<file path="config.mk">
export PLATFORM = sky130hd
export DESIGN_NAME = wb_writer
export DESIGN_NICKNAME = d
export VERILOG_FILES = /design/src/rtl/wb_pkg.sv /design/src/rtl/wb_fifo.sv /design/src/rtl/wb_writer.sv
export SDC_FILE = /design/constraint.sdc
export NUM_CORES = 1
export LEC_CHECK = 0
export CORE_MARGIN = 3
export CORE_UTILIZATION = 55
export CTS_CLUSTER_DIAMETER = 60
export DETAILED_ROUTE_END_ITERATION = 8
export GPL_TIMING_DRIVEN = 1
export PLACE_DENSITY = 0.86
export SLEW_MARGIN = 10
export SYNTH_ARGS = -nofsm -noshare
export SYNTH_HDL_FRONTEND = slang
export SYNTH_SLANG_ARGS = --single-unit
export TNS_END_PERCENT = 10
</file>
<file path="constraint.sdc">
create_clock -name clk -period 6.29 [get_ports clk]
set_input_delay 0.9435 -clock clk [delete_from_list [all_inputs] [get_ports clk]]
set_output_delay 0.9435 -clock clk [all_outputs]
set_load 0.005 [all_outputs]
</file>
<file path="src/rtl/wb_pkg.sv">
// Shared types and helpers for the register-file write-back block.
package wb_pkg;

  localparam int unsigned XLEN_DEFAULT = 32;
  localparam int unsigned RW           = 5;

  localparam logic [2:0] F3_LB  = 3'b000;
  localparam logic [2:0] F3_LH  = 3'b001;
  localparam logic [2:0] F3_LW  = 3'b010;
  localparam logic [2:0] F3_LBU = 3'b100;
  localparam logic [2:0] F3_LHU = 3'b101;

  typedef enum logic {S_IDLE, S_WAIT} ld_state_e;

  typedef struct packed {
    logic [XLEN_DEFAULT-1:0] data;
    logic                    err;
  } ld_fmt_t;

  // Extract and extend load data; misaligned halves/words fall back to the aligned lane.
  function automatic ld_fmt_t fmt_load(input logic [2:0] f3, input logic [1:0] off,
                                       input logic [XLEN_DEFAULT-1:0] word);
    ld_fmt_t     r;
    logic [7:0]  b;
    logic [15:0] h;
    b      = word[{off, 3'b000} +: 8];
    h      = off[1] ? word[31:16] : word[15:0];
    r.err  = 1'b0;
    r.data = word;
    case (f3)
      F3_LB:  r.data = {{(XLEN_DEFAULT-8){b[7]}}, b};
      F3_LBU: r.data = {{(XLEN_DEFAULT-8){1'b0}}, b};
      F3_LH: begin
        r.data = {{(XLEN_DEFAULT-16){h[15]}}, h};
        r.err  = off[0];
      end
      F3_LHU: begin
        r.data = {{(XLEN_DEFAULT-16){1'b0}}, h};
        r.err  = off[0];
      end
      F3_LW:   r.err = (off != 2'b00);
      default: r.err = 1'b1;
    endcase
    return r;
  endfunction

endpackage

</file>
<file path="src/rtl/wb_fifo.sv">
// ALU result buffer: in-order rd/data FIFO exposing per-entry valid and rd for hazard tracking.
module wb_fifo
  import wb_pkg::*;
#(
  parameter int unsigned DEPTH = 2,
  parameter int unsigned DW    = 32,
  localparam int unsigned AW   = $clog2(DEPTH)
) (
  input  logic                     clk,
  input  logic                     rst_n,
  input  logic                     push,
  input  logic [RW-1:0]            push_rd,
  input  logic [DW-1:0]            push_data,
  input  logic                     pop,
  output logic [RW-1:0]            head_rd_c,
  output logic [DW-1:0]            head_data_c,
  output logic                     full_c,
  output logic                     empty_c,
  output logic [DEPTH-1:0]         ent_valid_c,
  output logic [DEPTH-1:0][RW-1:0] ent_rd
);

  logic [DW-1:0] data_mem [DEPTH];
  logic [AW-1:0] wr_ptr, rd_ptr;
  logic [AW:0]   count;

  always_ff @(posedge clk or negedge rst_n) begin
    if (!rst_n) begin
      wr_ptr <= '0;
      rd_ptr <= '0;
      count  <= '0;
      ent_rd <= '0;
    end else begin
      if (push) begin
        ent_rd[wr_ptr]   <= push_rd;
        data_mem[wr_ptr] <= push_data;
        wr_ptr           <= wr_ptr + 1'b1;
      end
      if (pop) rd_ptr <= rd_ptr + 1'b1;
      case ({push, pop})
        2'b10:   count <= count + 1'b1;
        2'b01:   count <= count - 1'b1;
        default: count <= count;
      endcase
    end
  end

  assign head_rd_c   = ent_rd[rd_ptr];
  assign head_data_c = data_mem[rd_ptr];
  assign full_c      = (count == (AW+1)'(DEPTH));
  assign empty_c     = (count == '0);

  // An entry is live when its distance from the read pointer is below the fill level.
  always_comb begin
    ent_valid_c = '0;
    for (int unsigned i = 0; i < DEPTH; i++) begin
      ent_valid_c[i] = ({1'b0, AW'(AW'(i) - rd_ptr)} < count);
    end
  end

endmodule

</file>
<file path="src/rtl/wb_writer.sv">
// Register-file write port arbiter: merges ALU results and formatted load returns.
module wb_writer
  import wb_pkg::*;
#(
  parameter int unsigned XLEN       = XLEN_DEFAULT,
  parameter int unsigned FIFO_DEPTH = 2
) (
  input  logic            clk,
  input  logic            rst_n,
  input  logic            alu_valid,
  output logic            alu_ready,
  input  logic [4:0]      alu_rd,
  input  logic [XLEN-1:0] alu_data,
  input  logic            ld_issue_valid,
  output logic            ld_issue_ready,
  input  logic [4:0]      ld_issue_rd,
  input  logic [2:0]      ld_issue_funct3,
  input  logic [1:0]      ld_issue_off,
  input  logic            ld_rsp_valid,
  input  logic [XLEN-1:0] ld_rsp_data,
  output logic            rf_wr_en,
  output logic [4:0]      rf_rd_addr,
  output logic [XLEN-1:0] rf_data,
  output logic [31:0]     busy_mask,
  output logic            err
);

  ld_state_e state_q, state_d;
  logic      issue_fire, rsp_fire, rsp_stray;
  logic [4:0] cap_rd;
  logic [2:0] cap_f3;
  logic [1:0] cap_off;
  ld_fmt_t   fmt;

  logic                          fifo_push, fifo_pop, fifo_full_c, fifo_empty_c;
  logic                          alu_acc, slot_free, direct;
  logic [4:0]                    head_rd_c;
  logic [XLEN-1:0]               head_data_c;
  logic [FIFO_DEPTH-1:0]         ent_valid_c;
  logic [FIFO_DEPTH-1:0][RW-1:0] ent_rd;

  always_ff @(posedge clk or negedge rst_n) begin
    if (!rst_n) state_q <= S_IDLE;
    else        state_q <= state_d;
  end

  always_comb begin
    state_d        = state_q;
    ld_issue_ready = 1'b0;
    issue_fire     = 1'b0;
    rsp_fire       = 1'b0;
    rsp_stray      = 1'b0;
    case (state_q)
      S_IDLE: begin
        ld_issue_ready = 1'b1;
        issue_fire     = ld_issue_valid;
        rsp_stray      = ld_rsp_valid;
        if (ld_issue_valid) state_d = S_WAIT;
      end
      S_WAIT: begin
        rsp_fire = ld_rsp_valid;
        if (ld_rsp_valid) state_d = S_IDLE;
      end
      default: state_d = S_IDLE;
    endcase
  end

  assign fmt = fmt_load(cap_f3, cap_off, ld_rsp_data);

  // A load return owns the port; otherwise the oldest buffered ALU result, else the new one.
  assign alu_ready = !fifo_full_c;
  assign alu_acc   = alu_valid && alu_ready && (alu_rd != 5'd0);
  assign slot_free = !rsp_fire;
  assign fifo_pop  = slot_free && !fifo_empty_c;
  assign direct    = slot_free && fifo_empty_c && alu_acc;
  assign fifo_push = alu_acc && !direct;

  wb_fifo #(.DEPTH(FIFO_DEPTH), .DW(XLEN)) u_fifo (
    .clk        (clk),
    .rst_n      (rst_n),
    .push       (fifo_push),
    .push_rd    (alu_rd),
    .push_data  (alu_data),
    .pop        (fifo_pop),
    .head_rd_c  (head_rd_c),
    .head_data_c(head_data_c),
    .full_c     (fifo_full_c),
    .empty_c    (fifo_empty_c),
    .ent_valid_c(ent_valid_c),
    .ent_rd     (ent_rd)
  );

  always_ff @(posedge clk or negedge rst_n) begin
    if (!rst_n) begin
      cap_rd     <= '0;
      cap_f3     <= '0;
      cap_off    <= '0;
      rf_wr_en   <= 1'b0;
      rf_rd_addr <= '0;
      rf_data    <= '0;
      err        <= 1'b0;
    end else begin
      if (issue_fire) begin
        cap_rd  <= ld_issue_rd;
        cap_f3  <= ld_issue_funct3;
        cap_off <= ld_issue_off;
      end
      rf_wr_en <= 1'b0;
      if (rsp_fire) begin
        rf_wr_en   <= (cap_rd != 5'd0);
        rf_rd_addr <= cap_rd;
        rf_data    <= XLEN'(fmt.data);
      end else if (fifo_pop) begin
        rf_wr_en   <= 1'b1;
        rf_rd_addr <= head_rd_c;
        rf_data    <= head_data_c;
      end else if (direct) begin
        rf_wr_en   <= 1'b1;
        rf_rd_addr <= alu_rd;
        rf_data    <= alu_data;
      end
      if (rsp_stray || (rsp_fire && fmt.err)) err <= 1'b1;
    end
  end

  // Pending writes: the outstanding load plus every buffered ALU result.
  always_comb begin
    busy_mask = '0;
    if (state_q == S_WAIT) busy_mask[cap_rd] = 1'b1;
    for (int unsigned i = 0; i < FIFO_DEPTH; i++) begin
      if (ent_valid_c[i]) busy_mask[ent_rd[i]] = 1'b1;
    end
    busy_mask[0] = 1'b0;
  end

endmodule
</file>
# [Yosys cells after proc, flatten, opt, wreduce, memory -nomap -nowiden]
# Memory sizes are Yosys's and may differ from the RTL's.
# Index checks and enable logic that the tools add are counted.
# W data, S select, Z words.
[classes] magnitude_cmp=11 eq_ne=7 shift=1 n_addsub=6 reduce_logical=26 n_mux=36 div_mod_pow=0 mul=0 n_bitwise=3
[ops] cell="$mux W32" count=6
[ops] cell="$pmux W32 S4" count=1
[ops] cell="$or A32 B32 Y32" count=2
[ops] cell="$shiftx A32 B6 Y8" count=1
[ops] cell="$mux W5" count=6
[ops] cell="$lt A5 B6 Y1 const B" count=3
[ops] cell="$mux W16" count=1
[ops] cell="$demux W1 S5" count=3
[ops] cell="$ge A5 B1 Y1 const B" count=3
[ops] cell="$mux W1" count=14
[ops] cell="$logic_and A1 B1 Y1" count=12
[ops] cell="$bwmux W10" count=1
[ops] cell="$reduce_bool A5 Y1" count=2
[ops] cell="$eq A3 B3 Y1 const B" count=2
[ops] cell="$demux W5 S1" count=1
[ops] cell="$eq A2 B2 Y1 const B" count=2
[ops] cell="$logic_not A1 Y1" count=4
[ops] cell="$lt A1 B2 Y1" count=2
[ops] cell="$lt A1 B2 Y1 const B" count=2
[ops] cell="$pmux W2 S2" count=1
[ops] cell="$reduce_bool A2 Y1" count=2
[ops] cell="$reduce_or A2 Y1" count=2
[ops] cell="$eq A3 B1 Y1 const B" count=1
[ops] cell="$eq A3 B2 Y1 const B" count=1
[ops] cell="other kinds (13)" count=15
[totals] n_memories=1 ramBits=64 reg_bits=64 latch_bits=0 mem_bits_ro=0 inputBits=84 wordCells=104 output_inout_bits=73
[memory_table] memory="u_fifo.data_mem" depth=2 width=32 read_ports=1 rd_clocked_by_memory_dff=0 write_ports=1 line_no="wb_fifo.sv:23" source="logic [DW-1:0] data_mem [DEPTH];"

# [Longest topological paths before layout]
[depth] word_depth=10 ltp_mapped=9 ltp_nobuf=7

# [Hierarchy]
# A second synthesis with hierarchy kept.
[hier_totals] hier_cells=650 area_unflattened_um2=6939.2
[by_module_without_submodules] module="wb_writer" area_each_um2=3995.1 cells_per_inst=504 instances=1 seq_area_each_um2=1251.2
[by_module_without_submodules] module="wb_fifo" area_each_um2=2944.1 cells_per_inst=146 instances=1 seq_area_each_um2=2272.2

# [Least setup slack after synthesis]
# No wires, ideal clock.
[synth_path] path_type="input -> register" from="input port alu_rd[2]" to="memory u_fifo.data_mem[0][0], enable pin" path_stages=5 required_ns=5.829 setup_ns=0.461 slack_ns=2.206 arrival_ns=3.623 path_buffers=1 path_cell_list="or4_4 -> o211a_1 -> buf_6 -> nand2_8 -> nor3_1"
[synth_via] elab_chain_len=8
[synth_rtl] element="from (decl)" line_no="wb_writer.sv:12" source="input logic [4:0] alu_rd,"
[synth_rtl] element="$reduce_bool A5 Y1 *" line_no="wb_writer.sv:72" source="assign alu_acc = alu_valid && alu_ready && (alu_rd != 5'd0);"
[synth_rtl] element="$logic_and A1 B1 Y1 *" line_no="wb_writer.sv:72"
[synth_rtl] element="$logic_and A1 B1 Y1" line_no="wb_writer.sv:75" source="assign direct = slot_free && fifo_empty_c && alu_acc;"
[synth_rtl] element="$logic_not A1 Y1" line_no="wb_writer.sv:76" source="assign fifo_push = alu_acc && !direct;"
[synth_rtl] element="$logic_and A1 B1 Y1 *" line_no="wb_writer.sv:76"
[synth_rtl] element="$mux W1 *" line_no="wb_fifo.sv:34" source="if (push) begin"
[synth_rtl] element="$logic_and A1 B1 Y1 (not written as such) *" line_no="wb_fifo.sv:36" source="data_mem[wr_ptr] <= push_data;"
[synth_rtl] element="$mux W1 (not written as such) *" line_no="wb_fifo.sv:36"
[synth_rtl] element="to (decl)" line_no="wb_fifo.sv:23"
# Every way passes the cells marked *; elsewhere a longest branch is shown, timed or not.

# [Worst setup path in the final report]
[layout_path] from="register u_fifo.rd_ptr" to="output port busy_mask[12]"
[layout_via] elab_chain_len=5 word_cells_on_any_way=7 cone_classes="add/sub (2); order compare (2); mux (2); bitwise (1)"
[layout_rtl] element="from (decl)" line_no="wb_fifo.sv:24" source="logic [AW-1:0] wr_ptr, rd_ptr;"
[layout_rtl] element="from (signal assigned)" line_no="wb_fifo.sv:39" source="if (pop) rd_ptr <= rd_ptr + 1'b1;"
[layout_rtl] element="$sub A1 B1 Y1" line_no="wb_fifo.sv:57" source="ent_valid_c[i] = ({1'b0, AW'(AW'(i) - rd_ptr)} < count);"
[layout_rtl] element="$lt A1 B2 Y1" line_no="wb_fifo.sv:57"
[layout_rtl] element="$mux W32" line_no="wb_writer.sv:131" source="if (ent_valid_c[i]) busy_mask[ent_rd[i]] = 1'b1;"
[layout_rtl] element="$or A32 B32 Y32 (no line)"
[layout_rtl] element="$mux W32 *" line_no="wb_writer.sv:131"
[layout_rtl] element="to (decl)" line_no="wb_writer.sv:24" source="output logic [31:0] busy_mask,"
# Marks and branches as above.

==> qor.yml <==
outcome:
  run_status: "finished clean"
setup_path:
  depth_of_the_most_critical_reg_to_reg_path: 5
  worstSetupPathType: "flop to output port"
  worst_ep_required_time_ns: 5.35
  setup.worst_path.end_class: "output port"
  worst_setup_path_start_kind: "flop"
  critical_path_peak_fanout: 40
  worst-endpoint-arrival_ns: 2.79
drt:
  vias: 6055
  via_per_inst: 6.27
  first_pass_iteration_count_of_the_detailed_router: 5
  routed_wirelength_um: 20800
  final_antenna_net_count: 0
  wl_per_cell_um: 21.6
  first_iter_violations: 670
  drc: 0
synthesis:
  synth.distinct_cells: 59
  syn-mean-instance-area_um2: 10.6
  synth-main-ff-cell: "sky130_fd_sc_hd__edfxtp_1"
  warning_count_from_the_yosys_run: 0
  synth_seq_cells: 128
  synth.yosys.seq_area_share_pct: 50.5
  synth_cells: 660
  syn_nets: 745
  share_of_flip_flops_with_an_asynchronous_set_or_reset_pct: 50.0
  count_of_flip_flops_with_a_built_in_enable_after_synthesis: 64
  synthesis.area_um2: 6980
sta:
  final.period_utilization_pct: 59.4
  timing.final.setup_violations: 0
  fin_skew_ns: 0.00757
  slew_headroom_pct: 24.2
  grt_setup_unrepaired: "false"
  totalNegativeSetupSlack_ns: 0
  report.final.slew_viol_count: 0
  min_period_ns: 3.74
  report.final.hold_viol_count: 0
  max_slew.worst_pin.slew_ns: 1.14
  maximum_clock_frequency_mhz: 268
  final_setup_margin_ns: 2.55
grt:
  vias_in_the_first_global_route: 5937
  gr-max-usage-layer: "met2"
  grt_start_max_net_pins: 66
  grt.met1_usage_pct: 38.8
  grt_use_total_pct: 29.8
  number_of_antenna_violations_at_the_first_check_in_global_routing: 0
  grt_overflow: 0
  use_met2_pct: 49.9
  first_pass_grt_wire_length_um: 33100
  grt.met3_usage_pct: 6.60
cts:
  clkTransAtPathRegs_ns: 0.06
  cts.sinks: 128
  post_cts_resize_count: 0
  clk_root_buffer_cell: "sky130_fd_sc_hd__clkbuf_16"
  cts_tree: "yes"
  clk-insertion-delay-late_ns: 0.42
  hold_buffers: 0
  post-cts-setup-buffers: 0
  cts-root-to-sink-buffers: 2
  cts_buffers: 17
  htreeDepth: 4
finish:
  design_area_um2: 9100
  finalCoreUtilization_pct: 74.5
  fillers: 860
  final_layout_size_suffix_gt1_share_pct: 10.9
  antenna-diode-count: 0
  syn_to_final_growth_pct: 30.4
  fin_nets: 869
placed_design:
  port_buffers: 155
  place_worst_setup_slack_ns: 2.68
  routabilityCongestion: 0.910
  hpwlAfterDp_um: 14400
  dpl-instance-area_um2: 8510
power_and_ir_drop:
  power.density_nw_per_um2: 453
  power.static_leakage_uw: 0.00343
  worst_ir_drop_vdd_mv: 0.319
  power_uw: 4120
min_path:
  holdCritPathClass: "flop to flop"
  holdPathStages: 1
run:
  max_cap_violations: 0
die:
  fp.dieArea_um2: 14100
  ios: 157
  row_count: 40
  floorplan.initialDensity_pct: 57.1
  chip_height_um: 119
  dieWidth_um: 119
  floorplan.core_area_um2: 12200
-- layout by cell type (no fill, tap or decap), types with 6 or more instances in the layout --
cell	n
sky130_fd_sc_hd__a21oi_1	36
sky130_fd_sc_hd__o21ai_1	9
sky130_fd_sc_hd__mux2_2	13
sky130_fd_sc_hd__clkdlybuf4s50_1	154
sky130_fd_sc_hd__edfxtp_1	64
sky130_fd_sc_hd__a221oi_2	10
sky130_fd_sc_hd__clkbuf_16	17
sky130_fd_sc_hd__inv_1	11
sky130_fd_sc_hd__nor3_1	16
sky130_fd_sc_hd__a21o_1	6
sky130_fd_sc_hd__mux2i_1	42
sky130_fd_sc_hd__nor2_1	62
sky130_fd_sc_hd__o211ai_1	8
sky130_fd_sc_hd__o221ai_1	15
sky130_fd_sc_hd__a31oi_1	22
sky130_fd_sc_hd__dfrtp_1	63
sky130_fd_sc_hd__nor2b_1	9
sky130_fd_sc_hd__a211oi_1	13
sky130_fd_sc_hd__nand2_1	69
sky130_fd_sc_hd__o31ai_1	12
sky130_fd_sc_hd__a221o_1	17
sky130_fd_sc_hd__buf_4	7
sky130_fd_sc_hd__o21ai_0	22
-- where the power goes --
part | internal, µW | total, µW | switching, µW | leakage, µW
sequential | 1130 | 1400 | 268 | 0.00132
clock | 587 | 973 | 386 | 0.000280
combinational | 847 | 1750 | 899 | 0.00183
total | 2570 | 4120 | 1550 | 0.00343
-- flip-flops by register name, summed over array words and instances (netlist names) --
register / flops
u_fifo.rd_ptr: 1
cap_off: 2
u_fifo.ent_rd: 10
u_fifo.wr_ptr: 1
err: 1
u_fifo.data_mem: 64
rf_rd_addr: 5
rf_wr_en: 1
state_q: 1
rf_data: 32
u_fifo.count: 2
cap_rd: 5
cap_f3: 3
-- final cells by class --
class                           count  area (µm²)  share of cell area, %
Multi-Input combinational cell    464        3140                   34.5
Tap cell                          168         210                   2.31
Sequential cell                   128        3520                   38.7
Timing Repair Buffer              162        1600                   17.6
Clock inverter                     15         160                   1.76
Inverter                           11        41.3                  0.454
Clock buffer                       17         425                   4.68
-- final timing paths --
path | start | to | slack [ns]
worst max-delay path | u_fifo.rd_ptr$_DFFE_PN0N_ | busy_mask[12] | 2.55
worst min-delay path | err$_DFFE_PN0P_ | err$_DFFE_PN0P_ | 0.45
worst max register to register | cap_off[1]$_DFFE_PN0P_ | rf_data[19]$_DFFE_PN0P_ | 3.72
worst min register to register | err$_DFFE_PN0P_ | err$_DFFE_PN0P_ | 0.45
max in group asynchronous | rst_n | u_fifo.rd_ptr$_DFFE_PN0N_ | 4.98
min in group asynchronous | rst_n | cap_rd[2]$_DFFE_PN0P_ | 0.71
-- through the flow --
stage	cells	hold WS, ns
5_1_grt	965	0.471
3_3_place_gp	933	0.450
6_report	965	0.455
4_1_cts	965	0.459
2_1_floorplan	660	0.451
3_5_place_dp	933	0.449
-- critical path, cell delays in order (launching register included) --
cell                              delay, ns
sky130_fd_sc_hd__dfrtp_2               0.35
sky130_fd_sc_hd__buf_4                 0.57
sky130_fd_sc_hd__a21oi_1               0.20
sky130_fd_sc_hd__or3_1                 0.45
sky130_fd_sc_hd__o21ai_0               0.26
sky130_fd_sc_hd__clkdlybuf4s50_1       0.55
-- routing by layer --
metal	vias up	share of wire, %
li1	2744	-
met1	2925	40
met2	350	50
met3	36	8.0
met4	0	1.7
met5	-	0
-- synthesized netlist by cell type, drive strengths merged, types with 3 or more instances --
master	instances	area, µm²
nand2	72	289
a21o	6	45.0
nor2b	9	56.3
nand2b	5	31.3
and3	3	18.8
o221ai	15	131
o21ai	31	155
inv	11	41.3
and2	3	18.8
mux2	20	244
xnor2	3	26.3
or3b	5	43.8
a221o	17	170
dfrtp	64	1600
nor2	65	259
nor3	17	85.1
a22oi	3	22.5
and3b	3	26.3
nand3b	5	37.5
clkbuf	30	113
mux2i	42	420
nor3b	5	37.5
a31oi	22	138
nand3	6	47.6
a22o	3	26.3
a221oi	14	185
buf	27	171
o31ai	12	90.1
nor4	3	18.8
edfxtp	64	1920
o211ai	9	72.6
a21oi	36	180
a211oi	13	97.6
-- cells by family (layout without fill, tap and decap cells) --
group	Yosys count	count (layout)	synth area share [%]
flip-flops	128	128	50.5
other	1	1	0.0538
AND/OR/NAND/NOR	206	206	14.4
buffers and inverters	68	205	4.66
adder cells (fa/ha/maj)	1	1	0.179
multiplexers	63	63	9.85
XOR/XNOR	5	5	0.628
AO/OA/AOI/OAI	188	188	19.7
(Power assumes the default switching activity.)
==> RTL change 1: new RTL, config.mk and constraints unchanged <==
Set the parameter `FIFO_DEPTH` to 4 (it was 2).
--- a/src/rtl/wb_writer.sv
+++ b/src/rtl/wb_writer.sv
@@ -3,7 +3,7 @@
   import wb_pkg::*;
 #(
   parameter int unsigned XLEN       = XLEN_DEFAULT,
-  parameter int unsigned FIFO_DEPTH = 2
+  parameter int unsigned FIFO_DEPTH = 4
 ) (
   input  logic            clk,
   input  logic            rst_n,
Behaviour: not the same (Yosys sat finds a counterexample within 10 cycles, from zero or initial values and one cycle with rst_n low).
==> RTL change 1 against the unedited design <==
Clock skew is 0.017 ns higher. Sequential cell count rose by 77. Worst setup slack worse by 1.2 ns. Utilization decreased by 4.5 points. Routed wire length is 67% higher. Final area up 47%. Area after synthesis rose by 56%. Total power is 57% higher. Critical endpoint unchanged. Highest routed layer unchanged.
==> RTL change 1: results (changes against the unedited design) <==
- Post-synthesis cell type count: 61 (was 59)
- Slew @ Worst Pin: 1.200 ns (was 1.137 ns)
- WP data arrival: 3.96 ns (was 2.79 ns)
- Worst path max stage delay: 0.85 ns (was 0.57 ns)
- Met1 Use GR: 0.4324 (was 0.3884)
- Worst reg2reg startpoint: state_q$_DFF_PN0_ (was cap_off[1]$_DFFE_PN0P_)
- Ys async rst share: 0.3756 (was 0.5000)
- Nets: 1121 (was 869)
- Detailed placer's ending HPWL: 23.40 mm (was 14.41 mm)
- Status: finished, final reports clean (unchanged)
- Max Root-Sink Buffers: 3 (was 2)
- Largest regs: u_fifo.data_mem (128), rf_data (32), u_fifo.ent_rd (20) (was u_fifo.data_mem (64), rf_data (32), u_fifo.ent_rd (10))
- Beginning of the critical path: u_fifo.rd_ptr[1]$_DFFE_PN0N_ (was u_fifo.rd_ptr$_DFFE_PN0N_)
- Most frequent cells after synthesis: edfxtp_1, dfrtp_1, o22ai_1 (was nand2_1, dfrtp_1, edfxtp_1)
- Met3 Wirelength: 4.540 mm (was 1.657 mm)
- M2 GR Usage: 0.4992 (was 0.4988)
- Total CTS buffers: 23 (was 17)
- Routed wire length: 34.75 mm (was 20.81 mm)
- Placed Instances: 1262 (was 933)
- CP max-delay cell: nor4_1 (was buf_4)
- Overall routing resource usage: 0.3149 (was 0.2976)
- Type of the worst min-delay path: primary input to async pin (was flip-flop to flip-flop)
- First-pass GRT wire length: 53.35 mm (was 33.14 mm)
- Min Hold Slack: 0.2116 ns (was 0.4548 ns)
- Pre-CTS setup slack: 1.905 ns (was 2.677 ns)
- Post-Synthesis Cells: 901 (was 660)
- DRT met1 WL: 12.48 mm (was 8.420 mm)
- Top post-synthesis cells by area: edfxtp_1, dfrtp_1, mux4_2, mux2_2, o22ai_1 (was edfxtp_1, dfrtp_1, mux2i_1, nand2_1, nor2_1)
- Worst-path maximum fanout: 22 (was 40)
- Reg2reg end: u_fifo.data_mem[0][14]$_DFFE_PP_ (was rf_data[19]$_DFFE_PN0P_)
- Post-synth EDFFs: 128 (was 64)
## RTL change 1: cell types whose count changed in the layout (fill, tap and decap cells not counted), moves of 30 or more
cell and change:
edfxtp_1 +64, o22ai_1 +49, mux4_2 +37, a22oi_1 +34, mux2i_1 -34, nor2_1 -31
nand2_1 -30
## RTL change 1: logic make-up after synthesis
logic type,synth area share
adders and majority gates,0.01218
buffers and inverters,0.04034
and+or+nand+nor,0.1310
other,0.0003445
xor gates and xnor gates,0.005632
DFF,0.5301
muxes,0.1149
AOI/OAI and AO/OA,0.1655
## RTL change 1: area by class of cell
class / count / area [µm²]
clock buffers: 29 / 618.1
clock inverters: 13 / 171.4
fillers: 1306 / 5714
inverters: 30 / 112.6
multi-input cells: 595 / 4690
flip-flops and latches: 205 / 5773
well taps: 260 / 325.3
repair buffers: 172 / 1677
## RTL change 1: where the power goes
part           total, µW  switching [µW]  internal (µW)
registers           2200             439           1760
logic               2870            1530           1340
clock network       1390             556            830
==> RTL change 2: new RTL, same settings <==
Made on the original files. Register the output `err` once more, with the module's reset; this adds one clock of latency there. The other outputs are not delayed to match.
--- a/src/rtl/wb_writer.sv
+++ b/src/rtl/wb_writer.sv
@@ -24,6 +24,8 @@
   output logic [31:0]     busy_mask,
   output logic            err
 );
+
+  logic err_s0;
 
   ld_state_e state_q, state_d;
   logic      issue_fire, rsp_fire, rsp_stray;
@@ -98,7 +100,7 @@
       rf_wr_en   <= 1'b0;
       rf_rd_addr <= '0;
       rf_data    <= '0;
-      err        <= 1'b0;
+      err_s0     <= 1'b0;
     end else begin
       if (issue_fire) begin
         cap_rd  <= ld_issue_rd;
@@ -119,7 +121,7 @@
         rf_rd_addr <= alu_rd;
         rf_data    <= alu_data;
       end
-      if (rsp_stray || (rsp_fire && fmt.err)) err <= 1'b1;
+      if (rsp_stray || (rsp_fire && fmt.err)) err_s0 <= 1'b1;
     end
   end
 
@@ -133,4 +135,12 @@
     busy_mask[0] = 1'b0;
   end
 
+  always_ff @(posedge clk or negedge rst_n) begin
+    if (!rst_n) begin
+      err <= '0;
+    end else begin
+      err <= err_s0;
+    end
+  end
+
 endmodule
Function: changed (a bounded check fails within 4 cycles, from zero or initial values and one cycle with rst_n low).
==> RTL change 2 against the unedited design <==
Total power is 1.0% higher. Worst setup slack better by 0.054 ns. Clock power is 4% higher. Sequential cell count grew 1. Global-route usage rose by 0.078 points. Routed wire length is 0.79% higher. Area after synthesis increased by 0.36%. Final area is 0.54% higher.
==> RTL change 2: results (changes against the unedited design) <==
- Worst-path maximum fanout: 8 (was 40)
- Setup crit end: busy_mask[24] (was busy_mask[12])
- DRT Pass-1 Iters: 5 (unchanged)
- WP data arrival: 2.74 ns (was 2.79 ns)
- Internal power: 2610 µW (was 2565 µW)
- Worst reg2reg startpoint: cap_off[1]$_DFFE_PN0P_ (unchanged)
- Max cap viols: 0 (unchanged)
- First-pass GRT wire length: 33.12 mm (was 33.14 mm)
- Worst clock skew: 0.007980 ns (was 0.007571 ns)
- Initial antenna violation count: 0 (unchanged)
- Fmax: 271.5 MHz (was 267.6 MHz)
- Beginning of the critical path: state_q$_DFF_PN0_ (was u_fifo.rd_ptr$_DFFE_PN0N_)
- Reg2reg end: rf_data[17]$_DFFE_PN0P_ (was rf_data[19]$_DFFE_PN0P_)
- DP Area: 8538 µm² (was 8513 µm²)
- Pre-CTS setup slack: 2.688 ns (was 2.677 ns)
- R2r setup slk: 3.65 ns (was 3.72 ns)
- Worst vdd ir: 0.0002424 V (was 0.0003195 V)
- Worst path max stage delay: 0.81 ns (was 0.57 ns)
- P_leak: 0.003453 µW (was 0.003433 µW)
- Synth Net Count: 746 (was 745)
- Status: finished, final reports clean (unchanged)
- Seq/Total Area, Yosys: 0.5068 (was 0.5050)
- Overall routing resource usage: 0.2984 (was 0.2976)
- Cells on worst reg2reg path: 5 (unchanged)
- Ys flop type: dfrtp_1 (was edfxtp_1)
- Relative slew slack: 0.2671 (was 0.2418)
- Most frequent cells after synthesis: nand2_1, dfrtp_1, edfxtp_1 (unchanged)
- Max H-tree Level: 4 (unchanged)
- Kind of cell adding the most delay to the critical path: simple AND/OR/NAND/NOR gates (was buffers and inverters)
- Detailed placer's ending HPWL: 14.57 mm (was 14.41 mm)
- Routed wire length: 20.97 mm (was 20.81 mm)
- CP max-delay cell: nor3_1 (was buf_4)
- Initial DRC count: 569 (was 670)
- Layout cells sized above 1: 0.1103 (was 0.1092)
- Routability cong.: 0.8758 (was 0.9099)
- Top post-synthesis cells by area: edfxtp_1, dfrtp_1, mux2i_1, nand2_1, nor2_1 (unchanged)
- Ys async rst share: 0.5039 (was 0.5000)
- # fillers: 884 (was 860)
- Pin count of the biggest net entering global routing: 67 (was 66)
- Nets: 870 (was 869)
- DR vias: 6142 (was 6055)
-- RTL change 2: kinds of logic after synthesis --
logic type,after synthesis,synth area share
fa+ha+maj,1,0.001787
xor+xnor,5,0.006256
mux,63,0.09810
flops,129,0.5068
compound gates,188,0.1964
buf+inv,68,0.04646
simple gates,206,0.1437
other cells,1,0.0005356
-- RTL change 2: metrics by stage --
stage / util / hold slack (ns) / cells / total power [µW]
3_5_place_dp: 0.6992 / 0.3977 / 934 / 3119
2_1_floorplan: - / 0.3554 / 661 / 2412
3_3_place_gp: 0.6992 / 0.3670 / 934 / 3066
5_1_grt: 0.7491 / 0.4115 / 966 / 4371
6_report: 0.7491 / 0.4053 / 966 / 4159
4_1_cts: 0.7491 / 0.4106 / 966 / 4144
-- RTL change 2: worst min path at each step --
stage / startpoint / endpoint / cells after the start
6_report: err_s0$_DFFE_PN0P_ / err$_DFF_PN0_ / 0
5_1_grt: err_s0$_DFFE_PN0P_ / err$_DFF_PN0_ / 0
4_1_cts: err_s0$_DFFE_PN0P_ / err$_DFF_PN0_ / 0
3_5_place_dp: err_s0$_DFFE_PN0P_ / err$_DFF_PN0_ / 0
3_3_place_gp: err_s0$_DFFE_PN0P_ / err$_DFF_PN0_ / 0
2_1_floorplan: err_s0$_DFFE_PN0P_ / err$_DFF_PN0_ / 0
-- RTL change 2: worst register-to-register path, stage by stage, from the launching register on --
cell and delay (ns):
dfrtp_1 0.83, inv_1 0.33, a211oi_1 0.25, o21ai_1 0.21, and2_1 0.46, a221oi_1 0.43
-- RTL change 2: area by class of cell --
class                      count  area (µm²)  area share
clock buffer                  17       425.4     0.04651
inverter                      11       41.29    0.004514
multi-input combinational    464        3138      0.3430
clock inverter                15       183.9     0.02011
timing repair buffer         162        1599      0.1748
tap                          168       210.2     0.02298
sequential                   129        3550      0.3880
-- RTL change 2: routing by layer --
layer | share of wire | track usage | up-vias
met5 | 0 | 0 | -
met4 | 0.033 | 0.1166 | 0
met3 | 0.080 | 0.07312 | 61
met2 | 0.49 | 0.4988 | 362
met1 | 0.40 | 0.3750 | 2979
li1 | - | - | 2740
-- RTL change 2: power by group through the flow --
stage                     combinational, µW  clock [µW]  sequential [µW]
after global routing                   1880        1060             1430
after CTS                              1730        1020             1400
after detailed placement               1720           0             1400
after floorplan                        1140           0             1270
final                                  1740        1010             1410
after global placement                 1670           0             1400
